File: src/rtl/xadc_drp_arb_pkg.sv
// Shared XADC DRP definitions: bus widths, status register addresses and the
// arbiter state encoding, used by the arbiter and the ADC front-end.
package xadc_drp_pkg;

  localparam int DRP_AW = 7;
  localparam int DRP_DW = 16;

  localparam logic [DRP_AW-1:0] ADDR_TEMP = 7'h00;
  localparam logic [DRP_AW-1:0] ADDR_VCCINT = 7'h01;
  localparam logic [DRP_AW-1:0] ADDR_AUX6 = 7'h16;
  localparam logic [DRP_AW-1:0] ADDR_CFG0 = 7'h40;
  localparam logic [DRP_AW-1:0] ADDR_CFG1 = 7'h41;

  typedef enum logic [1:0] {
    ST_IDLE,
    ST_ISSUE,
    ST_WAIT,
    ST_DONE
  } drp_state_e;

endpackage

File: src/rtl/xadc_drp_arb_if.sv
// Requester-side and XADC DRP-side signal bundle of the DRP arbiter.
// The slave modport is the arbiter view, master is the surrounding system.
interface xadc_drp_arb_if #(
  parameter int N_REQ = 4
);
  import xadc_drp_pkg::*;

  logic [N_REQ-1:0]        req;
  logic [N_REQ-1:0]        we;
  logic [N_REQ*DRP_AW-1:0] addr;
  logic [N_REQ*DRP_DW-1:0] wdata;
  logic [N_REQ-1:0]        pend;
  logic [N_REQ-1:0]        ack;
  logic [N_REQ-1:0]        err;
  logic [DRP_DW-1:0]       rdata;

  logic [DRP_AW-1:0]       daddr;
  logic                    den;
  logic                    dwe;
  logic [DRP_DW-1:0]       di;
  logic [DRP_DW-1:0]       do_drp;
  logic                    drdy;

  modport slave (
    input  req, we, addr, wdata, do_drp, drdy,
    output pend, ack, err, rdata, daddr, den, dwe, di
  );

  modport master (
    output req, we, addr, wdata, do_drp, drdy,
    input  pend, ack, err, rdata, daddr, den, dwe, di
  );

endinterface

File: src/rtl/xadc_drp_arb_rr_pick.sv
// Combinational round-robin selector: first pending requester after 'last',
// wrapping modulo N_REQ.
module rr_pick #(
  parameter int N_REQ = 4,
  parameter int IW    = $clog2(N_REQ)
) (
  input  logic [N_REQ-1:0] pend,
  input  logic [IW-1:0]    last,
  output logic [IW-1:0]    winner,
  output logic             valid
);

  logic [IW-1:0] idx;

  always_comb begin
    winner = '0;
    valid  = 1'b0;
    idx    = '0;
    for (int k = 1; k <= N_REQ; k++) begin
      idx = IW'((int'(last) + k) % N_REQ);
      if (!valid && pend[idx]) begin
        valid  = 1'b1;
        winner = idx;
      end
    end
  end

endmodule

File: src/rtl/xadc_drp_arb.sv
// Round-robin arbiter sharing one XADC DRP port among N_REQ requesters.
// Define XADC_DRP_ARB_TIMEOUT_EN to abort a WAIT without drdy after TIMEOUT cycles.
module xadc_drp_arb
  import xadc_drp_pkg::*;
#(
  parameter int N_REQ   = 4,
  parameter int TIMEOUT = 255
) (
  input logic           clk,
  input logic           rst,
  xadc_drp_arb_if.slave bus
);

  localparam int IW = $clog2(N_REQ);

  if (N_REQ < 2 || N_REQ > 8 || TIMEOUT < 1) begin : g_bad_params
    $error("xadc_drp_arb: N_REQ must be 2..8 and TIMEOUT at least 1");
  end

  drp_state_e        state;
  logic [IW-1:0]     winner;
  logic [IW-1:0]     last;
  logic [IW-1:0]     pick_idx;
  logic              pick_valid;
  logic [N_REQ-1:0]  pend;
  logic [N_REQ-1:0]  ack;
  logic [N_REQ-1:0]  err_now;
  logic [N_REQ-1:0]  cap;
  logic              den;
  logic              dwe;
  logic [DRP_AW-1:0] daddr;
  logic [DRP_DW-1:0] di;
  logic [DRP_DW-1:0] rdata;

  logic [N_REQ-1:0]  hold_we;
  logic [DRP_AW-1:0] hold_addr  [N_REQ];
  logic [DRP_DW-1:0] hold_wdata [N_REQ];

`ifdef XADC_DRP_ARB_TIMEOUT_EN
  localparam int CW = $clog2(TIMEOUT + 1);
  logic [N_REQ-1:0] err_q;
  logic [CW-1:0]    cnt;
  assign err_now = err_q;
`else
  assign err_now = '0;
`endif

  // A strobe is taken when idle, or when it lands on its own completion cycle.
  always_comb begin
    cap = '0;
    for (int i = 0; i < N_REQ; i++) begin
      cap[i] = bus.req[i] && (!pend[i] || ack[i] || err_now[i]);
    end
  end

  always_ff @(posedge clk) begin
    for (int i = 0; i < N_REQ; i++) begin
      if (cap[i]) begin
        hold_we[i]    <= bus.we[i];
        hold_addr[i]  <= bus.addr[DRP_AW*i +: DRP_AW];
        hold_wdata[i] <= bus.wdata[DRP_DW*i +: DRP_DW];
      end
    end
  end

  rr_pick #(
    .N_REQ (N_REQ),
    .IW    (IW)
  ) u_rr_pick (
    .pend   (pend),
    .last   (last),
    .winner (pick_idx),
    .valid  (pick_valid)
  );

  always_ff @(posedge clk) begin
    if (rst) begin
      state  <= ST_IDLE;
      winner <= '0;
      last   <= IW'(N_REQ - 1);
      pend   <= '0;
      ack    <= '0;
      den    <= 1'b0;
      dwe    <= 1'b0;
      daddr  <= '0;
      di     <= '0;
      rdata  <= '0;
`ifdef XADC_DRP_ARB_TIMEOUT_EN
      err_q  <= '0;
      cnt    <= '0;
`endif
    end else begin
      for (int i = 0; i < N_REQ; i++) begin
        if (cap[i]) begin
          pend[i] <= 1'b1;
        end else if (ack[i] || err_now[i]) begin
          pend[i] <= 1'b0;
        end
      end

      ack <= '0;
      den <= 1'b0;
      dwe <= 1'b0;
`ifdef XADC_DRP_ARB_TIMEOUT_EN
      err_q <= '0;
`endif

      case (state)
        ST_IDLE: begin
          if (pick_valid) begin
            winner <= pick_idx;
            den    <= 1'b1;
            dwe    <= hold_we[pick_idx];
            daddr  <= hold_addr[pick_idx];
            di     <= hold_wdata[pick_idx];
            state  <= ST_ISSUE;
          end
        end
        ST_ISSUE: begin
`ifdef XADC_DRP_ARB_TIMEOUT_EN
          cnt   <= '0;
`endif
          state <= ST_WAIT;
        end
        ST_WAIT: begin
          if (bus.drdy) begin
            if (!hold_we[winner]) begin
              rdata <= bus.do_drp;
            end
            last        <= winner;
            ack[winner] <= 1'b1;
            state       <= ST_DONE;
          end
`ifdef XADC_DRP_ARB_TIMEOUT_EN
          else if (cnt == CW'(TIMEOUT - 1)) begin
            last          <= winner;
            err_q[winner] <= 1'b1;
            state         <= ST_DONE;
          end else begin
            cnt <= cnt + 1'b1;
          end
`endif
        end
        ST_DONE: begin
          state <= ST_IDLE;
        end
        default: begin
          state <= ST_IDLE;
        end
      endcase
    end
  end

  assign bus.pend  = pend;
  assign bus.ack   = ack;
  assign bus.err   = err_now;
  assign bus.rdata = rdata;
  assign bus.daddr = daddr;
  assign bus.den   = den;
  assign bus.dwe   = dwe;
  assign bus.di    = di;

endmodule

File: src/flat_wrapper.sv
// flat-port wrapper written by rule: the top's interface ports become plain ports
module xadc_drp_arb_flat import xadc_drp_pkg::*;
#(
  parameter int N_REQ   = 4,
  parameter int TIMEOUT = 255
)
  (clk, rst, bus_req, bus_we, bus_addr, bus_wdata, bus_do_drp, bus_drdy, bus_pend, bus_ack, bus_err, bus_rdata, bus_daddr, bus_den, bus_dwe, bus_di);
  xadc_drp_arb_if #(.N_REQ(N_REQ)) bus_i ();
  input logic clk;
  input logic rst;
  input wire logic [$bits(bus_i.req)-1:0] bus_req;
  input wire logic [$bits(bus_i.we)-1:0] bus_we;
  input wire logic [$bits(bus_i.addr)-1:0] bus_addr;
  input wire logic [$bits(bus_i.wdata)-1:0] bus_wdata;
  input wire logic [$bits(bus_i.do_drp)-1:0] bus_do_drp;
  input wire logic [$bits(bus_i.drdy)-1:0] bus_drdy;
  output wire logic [$bits(bus_i.pend)-1:0] bus_pend;
  output wire logic [$bits(bus_i.ack)-1:0] bus_ack;
  output wire logic [$bits(bus_i.err)-1:0] bus_err;
  output wire logic [$bits(bus_i.rdata)-1:0] bus_rdata;
  output wire logic [$bits(bus_i.daddr)-1:0] bus_daddr;
  output wire logic [$bits(bus_i.den)-1:0] bus_den;
  output wire logic [$bits(bus_i.dwe)-1:0] bus_dwe;
  output wire logic [$bits(bus_i.di)-1:0] bus_di;
  assign bus_i.req = bus_req;
  assign bus_i.we = bus_we;
  assign bus_i.addr = bus_addr;
  assign bus_i.wdata = bus_wdata;
  assign bus_i.do_drp = bus_do_drp;
  assign bus_i.drdy = bus_drdy;
  assign bus_pend = bus_i.pend;
  assign bus_ack = bus_i.ack;
  assign bus_err = bus_i.err;
  assign bus_rdata = bus_i.rdata;
  assign bus_daddr = bus_i.daddr;
  assign bus_den = bus_i.den;
  assign bus_dwe = bus_i.dwe;
  assign bus_di = bus_i.di;
  xadc_drp_arb #(.N_REQ(N_REQ), .TIMEOUT(TIMEOUT)) u_core (.clk(clk), .rst(rst), .bus(bus_i));
endmodule
File: config.mk
export PLATFORM = sky130hd
export DESIGN_NAME = xadc_drp_arb_flat
export DESIGN_NICKNAME = d
export VERILOG_FILES = /design/src/rtl/xadc_drp_arb_pkg.sv /design/src/rtl/xadc_drp_arb_if.sv /design/src/rtl/xadc_drp_arb_rr_pick.sv /design/src/rtl/xadc_drp_arb.sv /design/src/flat_wrapper.sv
export SDC_FILE = /design/constraint.sdc
export NUM_CORES = 1
export LEC_CHECK = 0
export CAP_MARGIN = 20
export CORE_MARGIN = 3
export CORE_UTILIZATION = 42
export DETAILED_ROUTE_END_ITERATION = 10
export PLACE_DENSITY_LB_ADDON = 0.08
export SETUP_SLACK_MARGIN = 0.2
export SYNTH_ARGS = -nofsm -noshare
export SYNTH_HDL_FRONTEND = slang
export SYNTH_HIERARCHICAL = 1
export SYNTH_SLANG_ARGS = --single-unit
File: constraint.sdc
create_clock -name clk -period 2.55 [get_ports clk]
set_input_delay 0.255 -clock clk [delete_from_list [all_inputs] [get_ports clk]]
set_output_delay 0.255 -clock clk [all_outputs]
set_load 0.01 [all_outputs]
# --- Word-level counts from Yosys, hierarchy flattened ---
# Memories as Yosys holds them, arrays and structs flattened. A register that Yosys moved wholly into a read port is not among the register bits.
# Index checks and enable logic that the tools add are counted.
word_totals:
  in_bits: 119
  memories: 2
  wordCells: 111
  mem_bits_rw: 92
  regBits: 36
  out_inout_bits: 53
mem_list:
  columns: ["memory", "depth", "width", "rd", "rd_clocked_by_memory_dff", "write_ports", "line", "text"]
  rows:
  - ["u_core.hold_wdata", 4, 16, 1, 1, 4, "xadc_drp_arb.sv:37", "logic [DRP_DW-1:0] hold_wdata [N_REQ];"]
  - ["u_core.hold_addr", 4, 7, 1, 1, 4, "xadc_drp_arb.sv:36", "logic [DRP_AW-1:0] hold_addr [N_REQ];"]
op_classes:
  n_eq_ne: 5
  reduce_logical: 31
  n_mux: 42
  bitwise_logic: 5
  add_sub_neg: 4
  order_cmp: 7
op_table:
  columns: ["op", "n"]
  rows:
  - ["two-way mux 1 bit", 28]
  - ["< comparator 2 x 3 -> 1 bit (second input constant)", 6]
  - ["binary-select mux 1 bit (select 2 bit)", 6]
  - ["two-way mux 2 bit", 6]
  - ["logical AND 1 bit", 8]
  - ["one-hot mux 2 bit (4 select lines)", 1]
  - ["nonzero test 2 bit", 4]
  - ["logical NOT 1 bit", 7]
  - ["AND reduction 2 bit", 3]
  - ["OR reduction 3 bit", 2]
  - ["inverter 1 bit", 5]
  - ["adder 2 x 1 -> 2 bit (second input constant)", 2]
  - ["adder 2 bit (second input constant)", 2]
  - ["equality test 2 bit (second input constant)", 2]
  - ["logical OR 1 bit", 4]
  - ["AND reduction 3 bit", 1]
  - ["demux 1 bit (select 2 bit)", 1]
  - ["equality test 2 x 1 -> 1 bit (second input constant)", 1]
  - ["greater-or-equal comparator 2 x 1 -> 1 bit (second input constant)", 1]
  - ["logical NOT 2 bit", 1]
  - ["inequality test 2 x 1 -> 1 bit (second input constant)", 1]
  - ["inequality test 2 bit (second input constant)", 1]
  - ["OR reduction 2 bit", 1]

# --- Longest topological paths before layout ---
# Gate-level depths: netlist (run 1).
logic_depth:
  word_depth: 15
  depth_mapped: 7
  depth_no_buf: 5

# --- Cells and area by module ---
# The synthesis (run 1) kept the hierarchy.
by_module_without_submodules:
  columns: ["mod", "seq_area_each_um2", "instances", "area_per_inst_um2", "cells_each"]
  rows:
  - ["xadc_drp_arb", 3983.8, 1, 5586.6, 320]
  - ["rr_pick", 0.0, 1, 91.3, 14]

# --- Worst setup path before layout (run 1) ---
# Ideal clock, no wire load.
synth_timing:
  path_type: "register to register"
  from: "register u_core.ack[0], in the netlist u_core/bus.ack[0]"
  to: "memory u_core.hold_addr[0][0] (enable)"
  slack_ns: -0.121
  required_ns: 2.108
  arrival_time_ns: 2.229
  path_stages_with_launch: 3
  synth_period_minus_slack_ns: 2.671
  path_buffers: 0
  setup_ns: 0.442
  cell_sequence: "dfxtp_1 > inv_1 > a21boi_0"
synth_lines:
  columns: ["element", "line", "text"]
  rows:
  - ["start, declared", "xadc_drp_arb.sv:26", "logic [N_REQ-1:0] ack;"]
  - ["start signal, assigned", "xadc_drp_arb.sv:82", "ack <= '0;"]
  - ["start signal, assigned", "xadc_drp_arb.sv:101", "ack <= '0;"]
  - ["start signal, assigned by index", "xadc_drp_arb.sv:131", "ack[winner] <= 1'b1;"]
  - ["end, declared", "xadc_drp_arb.sv:36", null]

# --- Final worst setup path (run 1) ---
layout_timing:
  from: "register u_core.pend[3], in the netlist u_core/bus.pend[3]"
  to: "register u_core.di[15], in the netlist u_core/bus.di[15] (read register of u_core.hold_wdata)"
layout_via:
  elab_cells_between_ends: 23
  cone_classes: "mux (16); reduce/logical (7)"
layout_lines:
  columns: ["element", "line", "text"]
  rows:
  - ["start, declared", "xadc_drp_arb.sv:25", "logic [N_REQ-1:0] pend;"]
  - ["start signal, assigned", "xadc_drp_arb.sv:81", "pend <= '0;"]
  - ["start signal, assigned by index", "xadc_drp_arb.sv:95", "pend[i] <= 1'b1;"]
  - ["start signal, assigned by index", "xadc_drp_arb.sv:97", "pend[i] <= 1'b0;"]
  - ["binary-select mux 1 bit (select 2 bit)", "xadc_drp_arb_rr_pick.sv:21", "if (!valid && pend[idx]) begin"]
  - ["two-way mux 1 bit (not written as such)", "xadc_drp_arb_rr_pick.sv:21", null]
  - ["two-way mux 1 bit", "xadc_drp_arb_rr_pick.sv:21", null]
  - ["logical NOT 1 bit", "xadc_drp_arb_rr_pick.sv:21", null]
  - ["logical AND 1 bit", "xadc_drp_arb_rr_pick.sv:21", null]
  - ["two-way mux 1 bit", "xadc_drp_arb_rr_pick.sv:21", null]
  - ["logical NOT 1 bit", "xadc_drp_arb_rr_pick.sv:21", null]
  - ["logical AND 1 bit", "xadc_drp_arb_rr_pick.sv:21", null]
  - ["two-way mux 1 bit", "xadc_drp_arb_rr_pick.sv:21", null]
  - ["logical NOT 1 bit", "xadc_drp_arb_rr_pick.sv:21", null]
  - ["logical AND 1 bit", "xadc_drp_arb_rr_pick.sv:21", null]
  - ["two-way mux 2 bit (*)", "xadc_drp_arb_rr_pick.sv:21", null]
  - ["net u_core.pick_idx[0]", "xadc_drp_arb.sv:23", "logic [IW-1:0] pick_idx;"]
  - ["end, declared", "xadc_drp_arb.sv:32", "logic [DRP_DW-1:0] di;"]
# The timed path passes the listed nets; every way through them passes the cells marked *. The select of a mux whose other input is x is not followed.
# A chain may end at the register's enable or synchronous reset.

==> results.py, run 1 <==
metrics = {
    "run_status": {
        "status": "finished clean",
    },
    "sta": {
        "hold_viol": 0,
        "fmax_mhz": 475,
        "finalSetupTns_ps": 0,
        "max_slew_margin": 0.310,
        "setup_violations": 0,
        "slew_violations": 0,
        "fin_skew_ps": 8.09,
        "rsz0062_at_grt": "false",
        "worst_pin_slew_ps": 1040,
        "finalCriticalPeriod_ps": 2110,
        "finalCritPeriodShare": 0.826,
    },
    "setup_path": {
        "endpoint_kind": "register",
        "r2r_setup_slack_ps": 440,
        "crit_type": "register to register",
        "crit_chain": "and2b_1 > a21oi_2 > o221ai_4 > buf_12 > mux4_2 > a22o_1",
        "arrival_ps": 2410,
        "cpLargestDelayFamily": "multiplexers",
        "path_buf_inv": 1,
        "crit_slowest_cell": "mux4_2",
        "r2r-start": "u_core/bus.pend[3]",
        "worst_setup_path_start_kind": "register",
        "r2r_cells": 6,
        "max_stage_delay_ps": 530,
        "crit_path_start": "u_core/bus.pend[3]",
        "path_max_fanout": 25,
        "required_ps": 2850,
        "r2r-end": "u_core/bus.di[15]",
    },
    "floorplan": {
        "die-area_um2": 15000,
        "die_height_um": 122,
        "rows": 41,
        "coreArea_um2": 12900,
        "io_pins": 172,
        "die_x_um": 122,
        "start_util": 0.439,
    },
    "finish": {
        "diodes": 0,
        "nets": 635,
        "drive_gt1_frac": 0.146,
        "layout_commonest_cell": "clkdlybuf4s50_1",
        "fillCellCount": 965,
        "area_growth_syn_to_layout_pct": 44.3,
        "mostFrequentLayoutCells": "167 x clkdlybuf4s50_1, 96 x edfxtp_1, 55 x dfxtp_1",
    },
    "drt": {
        "highest_layer": "met4",
        "wl_um": 13200,
        "post_drt_via_cell_ratio": 4.97,
        "drt-wirelength-per-cell_um": 18.8,
        "first_pass_iters": 4,
        "drc": 0,
        "drt_iter0_markers": 146,
        "dr_total_vias": 3477,
        "wl_met3_um": 1100,
        "wl_met2_um": 6650,
        "drt-met1-wl_um": 5220,
        "drtAntennaViolNets": 0,
    },
    "pwr": {
        "powerDensity_nw_per_um2": 833,
        "leakage_uw": 0.00300,
        "power_uw": 6820,
        "max-vdd-ir-drop_uv": 459,
    },
    "clock_tree": {
        "clk_latency_ps": 410,
        "cts_made_buffers": 17,
        "cts.sinks": 151,
        "cts_max_level": 4,
        "clk_pin_slew_ps": 60,
        "tritoncts": "yes",
        "post_cts_resized": 0,
        "cts_root_buf": "clkbuf_16",
        "postCtsSetupBuffers": 0,
        "holdBufCountCts": 0,
        "clock_path_buffers": 2,
    },
    "global_route": {
        "grt-ovfl-total": 0,
        "grt_pass1_wl_um": 20100,
        "antenna_found_initial": 0,
        "grt_usage": 0.185,
        "grt_pass1_vias": 3756,
        "grt_max_degree": 48,
    },
    "logic_synthesis": {
        "yosysSeqAreaShare": 0.702,
        "yosys_warnings": 6,
        "ys.flop_type": "edfxtp_1",
        "async_flop_share": 0,
        "synth_cell_types": 40,
        "synthCells": 334,
        "syn_area_um2": 5680,
        "ys_seq_elements": 151,
        "synth_edf_count": 96,
        "avgSynthCellArea_um2": 17.0,
    },
    "placed_design": {
        "detailed_place_hpwl_um": 9010,
        "port_buffers": 167,
        "gp_congestion": 0.725,
    },
    "worst_hold_path": {
        "min_from": "bus_wdata[39]",
        "min_to": "u_core/hold_wdata[2][7]",
        "hold_class": "input pin to register",
        "whs_path_depth": 1,
    },
    "job": {
        "drv_cap": 0,
    },
}
==> sequential cells by signal, indices dropped and copies added (netlist names) <==
signal,count
u_core/bus.pend,4
u_core/hold_wdata,64
u_core/bus.rdata,16
u_core/bus.di,16
u_core/winner,2
u_core/bus.daddr,7
u_core/hold_addr,28
u_core/last,2
u_core/state,2
u_core/hold_we,4
u_core/bus.dwe,1
u_core/bus.den,1
u_core/bus.ack,4
==> how the worst max path moves through the flow <==
stage | endpoint | slack [ps] | depth (start not counted)
after floorplan | u_core/hold_addr[0][0] | 510 | 2
after global placement | u_core/bus.di[5] | 480 | 5
after detailed placement | u_core/bus.di[15] | 420 | 6
after CTS | u_core/bus.di[15] | 410 | 6
after global routing | u_core/bus.di[15] | 310 | 6
final | u_core/bus.di[15] | 440 | 6
==> through the flow <==
stage | cell area (um^2) | utilization | worst slack, ps | hold WS (ps) | cells
floorplan | 5690 | - | 515 | 354 | 337
global placement | 7640 | 0.591 | 477 | 460 | 667
detailed placement | 7640 | 0.591 | 424 | 469 | 667
CTS | 8190 | 0.634 | 414 | 368 | 699
global route | 8190 | 0.634 | 306 | 367 | 699
finish | 8190 | 0.634 | 443 | 394 | 699
==> power by group <==
part	switching (uW)	internal (uW)	total [uW]
Sequential	158	2900	3050
Combinational	620	826	1450
Clock	912	1410	2330
==> logic make-up (layout without fill, tap and decap cells) <==
group,count (synthesis),count (layout),synth area share
multiplexers,43,43,0.129
AO/OA/AOI/OAI,47,47,0.0668
buffers and inverters,30,220,0.0324
AND/OR/NAND/NOR,60,60,0.0655
other,1,4,0.000660
flip-flops,151,151,0.702
adder cells (fa/ha/maj),2,2,0.00441
==> worst register-to-register path, delay by kind of cell, from the launching register on <==
kind,cells,cell delay [ps]
AOI/OAI and AO/OA,3,500
buffers and inverters,1,260
DFF,1,470
muxes,1,550
and+or+nand+nor,1,220
==> per-layer routing <==
layer	GRT usage	vias up
li1	-	1634
met1	0.218	1681
met2	0.307	143
met3	0.0654	19
met4	0.0784	0
met5	0	-
==> Yosys cell counts, types with 2 or more instances <==
cell,n,area share
a211o_1,2,0.0031
nand3_1,2,0.0018
a21boi_0,4,0.0053
mux2i_1,19,0.033
nand2_1,5,0.0033
nor2_1,6,0.0040
a22o_1,23,0.035
nor2b_1,2,0.0022
clkbuf_1,4,0.0026
inv_1,9,0.0059
mux4_2,24,0.095
buf_4,5,0.0066
nand2b_1,35,0.039
dfxtp_1,55,0.19
buf_2,7,0.0062
a21oi_1,10,0.0088
edfxtp_1,96,0.51
ha_1,2,0.0044
buf_6,3,0.0059
==> area by class of cell <==
type | instances | area [um^2] | share of cell area
timing repair buffer | 179 | 1810 | 0.221
sequential | 151 | 3980 | 0.486
tap | 172 | 215 | 0.0263
clock inverter | 8 | 73.8 | 0.00901
multi-input combinational | 156 | 1590 | 0.194
clock buffer | 24 | 482 | 0.0588
inverter | 9 | 33.8 | 0.00412
Power figures use the tool's default switching activity.
==> inputs of run 2 (changes only) <==
==> constraint.sdc (replaced) <==
create_clock -name clk -period 1.9 [get_ports clk]
set_input_delay 0.19 -clock clk [delete_from_list [all_inputs] [get_ports clk]]
set_output_delay 0.19 -clock clk [all_outputs]
set_load 0.01 [all_outputs]
==> results.py, run 2 (synthesis gave the netlist of run 1 again) <==
metrics = {
    "run_status": {
        "status": "complete, but fails checks",
        "violations": "negative setup slack",
    },
    "worst_hold_path": {
        "min_from": "bus_wdata[22]",
        "hold_class": "input pin to register",
        "min_to": "u_core/hold_wdata[1][6]",
        "whs_path_depth": 1,
    },
    "finish": {
        "layout_commonest_cell": "clkdlybuf4s50_1",
        "nets": 646,
        "diodes": 0,
        "area_growth_syn_to_layout_pct": 48.1,
        "mostFrequentLayoutCells": "166 x clkdlybuf4s50_1, 96 x edfxtp_1, 51 x dfxtp_1",
        "largest_reg_flops": 64,
        "drive_gt1_frac": 0.169,
        "largestRegisters": "u_core/hold_wdata: 64 flops, u_core/hold_addr: 28 flops",
        "top_register": "u_core/hold_wdata",
    },
    "drt": {
        "post_drt_via_cell_ratio": 4.95,
        "wl_um": 13000,
        "first_pass_iters": 5,
        "drt-wirelength-per-cell_um": 18.3,
        "drc": 0,
        "drtAntennaViolNets": 0,
        "dr_total_vias": 3512,
        "drt_iter0_markers": 158,
    },
    "pwr": {
        "leakage_uw": 0.00311,
        "powerDensity_nw_per_um2": 1150,
        "max-vdd-ir-drop_uv": 648,
    },
    "setup_path": {
        "crit_type": "register to register",
        "r2r_cells": 6,
        "endpoint_kind": "register",
        "crit_chain": "and2b_1 > a21oi_2 > o221ai_4 > buf_6 > mux4_2 > a22o_1",
        "crit_slowest_cell": "mux4_2",
        "r2r-end": "u_core/bus.daddr[6]",
        "r2r-start": "u_core/bus.pend[2]",
        "path_max_fanout": 8,
        "required_ps": 2190,
        "worst_setup_path_start_kind": "register",
        "arrival_ps": 2200,
        "max_stage_delay_ps": 500,
        "r2r_setup_slack_ps": -8,
    },
    "placed_design": {
        "port_buffers": 167,
        "detailed_place_hpwl_um": 9280,
        "gp_congestion": 0.802,
    },
    "clock_tree": {
        "cts_made_buffers": 17,
        "tritoncts": "yes",
        "cts.sinks": 151,
        "clk_latency_ps": 420,
        "cts_max_level": 4,
        "clock_path_buffers": 2,
        "postCtsSetupBuffers": 0,
        "cts_root_buf": "clkbuf_16",
        "clk_pin_slew_ps": 60,
        "holdBufCountCts": 0,
    },
    "sta": {
        "finalCritPeriodShare": 1.00,
        "rsz0062_at_grt": "true",
        "setup_ws_ps": -7.89,
        "finalCriticalPeriod_ps": 1910,
        "setup_violations": 2,
        "holdWs_ps": 325,
        "finalSetupTns_ps": -8.35,
        "fin_skew_ps": 9.40,
        "fmax_mhz": 524,
        "slew_violations": 0,
        "hold_viol": 0,
    },
    "global_route": {
        "grt_usage": 0.181,
        "grt-ovfl-total": 0,
        "grt_max_degree": 34,
        "grt_pass1_wl_um": 19700,
        "antenna_found_initial": 0,
        "grt_pass1_vias": 3788,
    },
    "floorplan": {
        "coreArea_um2": 12900,
        "rows": 41,
        "die-area_um2": 15000,
        "die_height_um": 122,
        "start_util": 0.439,
        "io_pins": 172,
        "die_x_um": 122,
    },
    "job": {
        "drv_cap": 0,
    },
}
## run 2: cell type report
cell class | count | area [um^2]
multi-input cells | 156 | 1590
fillers | 985 | 4520
flip-flops and latches | 151 | 3990
repair buffers | 190 | 1950
clock buffers | 22 | 454
well taps | 172 | 215
inverters | 9 | 33.8
clock inverters | 10 | 176
## run 2: worst max path at each step
stage,endpoint,startpoint,cells after the start,slack (ps)
2_1_floorplan,u_core/bus.daddr[6],u_core/bus.pend[2],7,20
3_3_place_gp,u_core/bus.daddr[0],u_core/last[1],6,4
3_5_place_dp,u_core/bus.daddr[0],u_core/last[1],6,-50
4_1_cts,u_core/bus.di[15],u_core/bus.pend[2],6,-20
5_1_grt,u_core/bus.daddr[1],u_core/bus.pend[2],6,-70
6_report,u_core/bus.daddr[6],u_core/bus.pend[2],6,-8
## run 2: power by group
| part | internal [uW] | switching (uW) | leakage (uW) | total (uW) |
|---|---|---|---|---|
| combinational | 1170 | 851 | 0.00144 | 2020 |
| sequential | 3890 | 198 | 0.00137 | 4080 |
| clock | 2350 | 1220 | 0.000306 | 3580 |
## run 2: routing by layer
layer,vias to the layer above,wire length [um],track usage
met2,119,7010,0.322
met3,14,927,0.0590
met4,0,142,0.0700
met5,-,0,0
met1,1724,4900,0.200
li1,1655,-,-
## run 2: repair_timing
item,in CTS,in global routing
pin swaps,0,1
endpoints found under the setup margin,26,24
resized for setup,5,0
## run 2: metrics by stage
stage | instances | setup slack (ps) | power (uW) | utilization | area, um^2
2_1_floorplan | 337 | 24.9 | 5130 | - | 5720
3_3_place_gp | 678 | 4.30 | 6130 | 0.601 | 7770
3_5_place_dp | 678 | -49.8 | 6190 | 0.601 | 7770
4_1_cts | 710 | -17.8 | 9780 | 0.651 | 8410
5_1_grt | 710 | -70.6 | 10100 | 0.651 | 8410
6_report | 710 | -7.89 | 9680 | 0.651 | 8410
## run 2: critical path: cells and delay by family, from the launching register on
family / cells / cell delay, ps
AOI/OAI and AO/OA: 3 / 500
buffers and inverters: 1 / 220
DFF: 1 / 330
muxes: 1 / 500
and+or+nand+nor: 1 / 230
==> inputs of run 3 (changes only) <==
--- a/config.mk
+++ b/config.mk
@@ -8,6 +8,7 @@
 export CAP_MARGIN = 20
 export CORE_MARGIN = 3
 export CORE_UTILIZATION = 42
+export CTS_CLUSTER_SIZE = 30
 export DETAILED_ROUTE_END_ITERATION = 10
 export PLACE_DENSITY_LB_ADDON = 0.08
 export SETUP_SLACK_MARGIN = 0.2
==> results of run 3 <==
Final layout, timing and power as in run 2 (identical DEF).
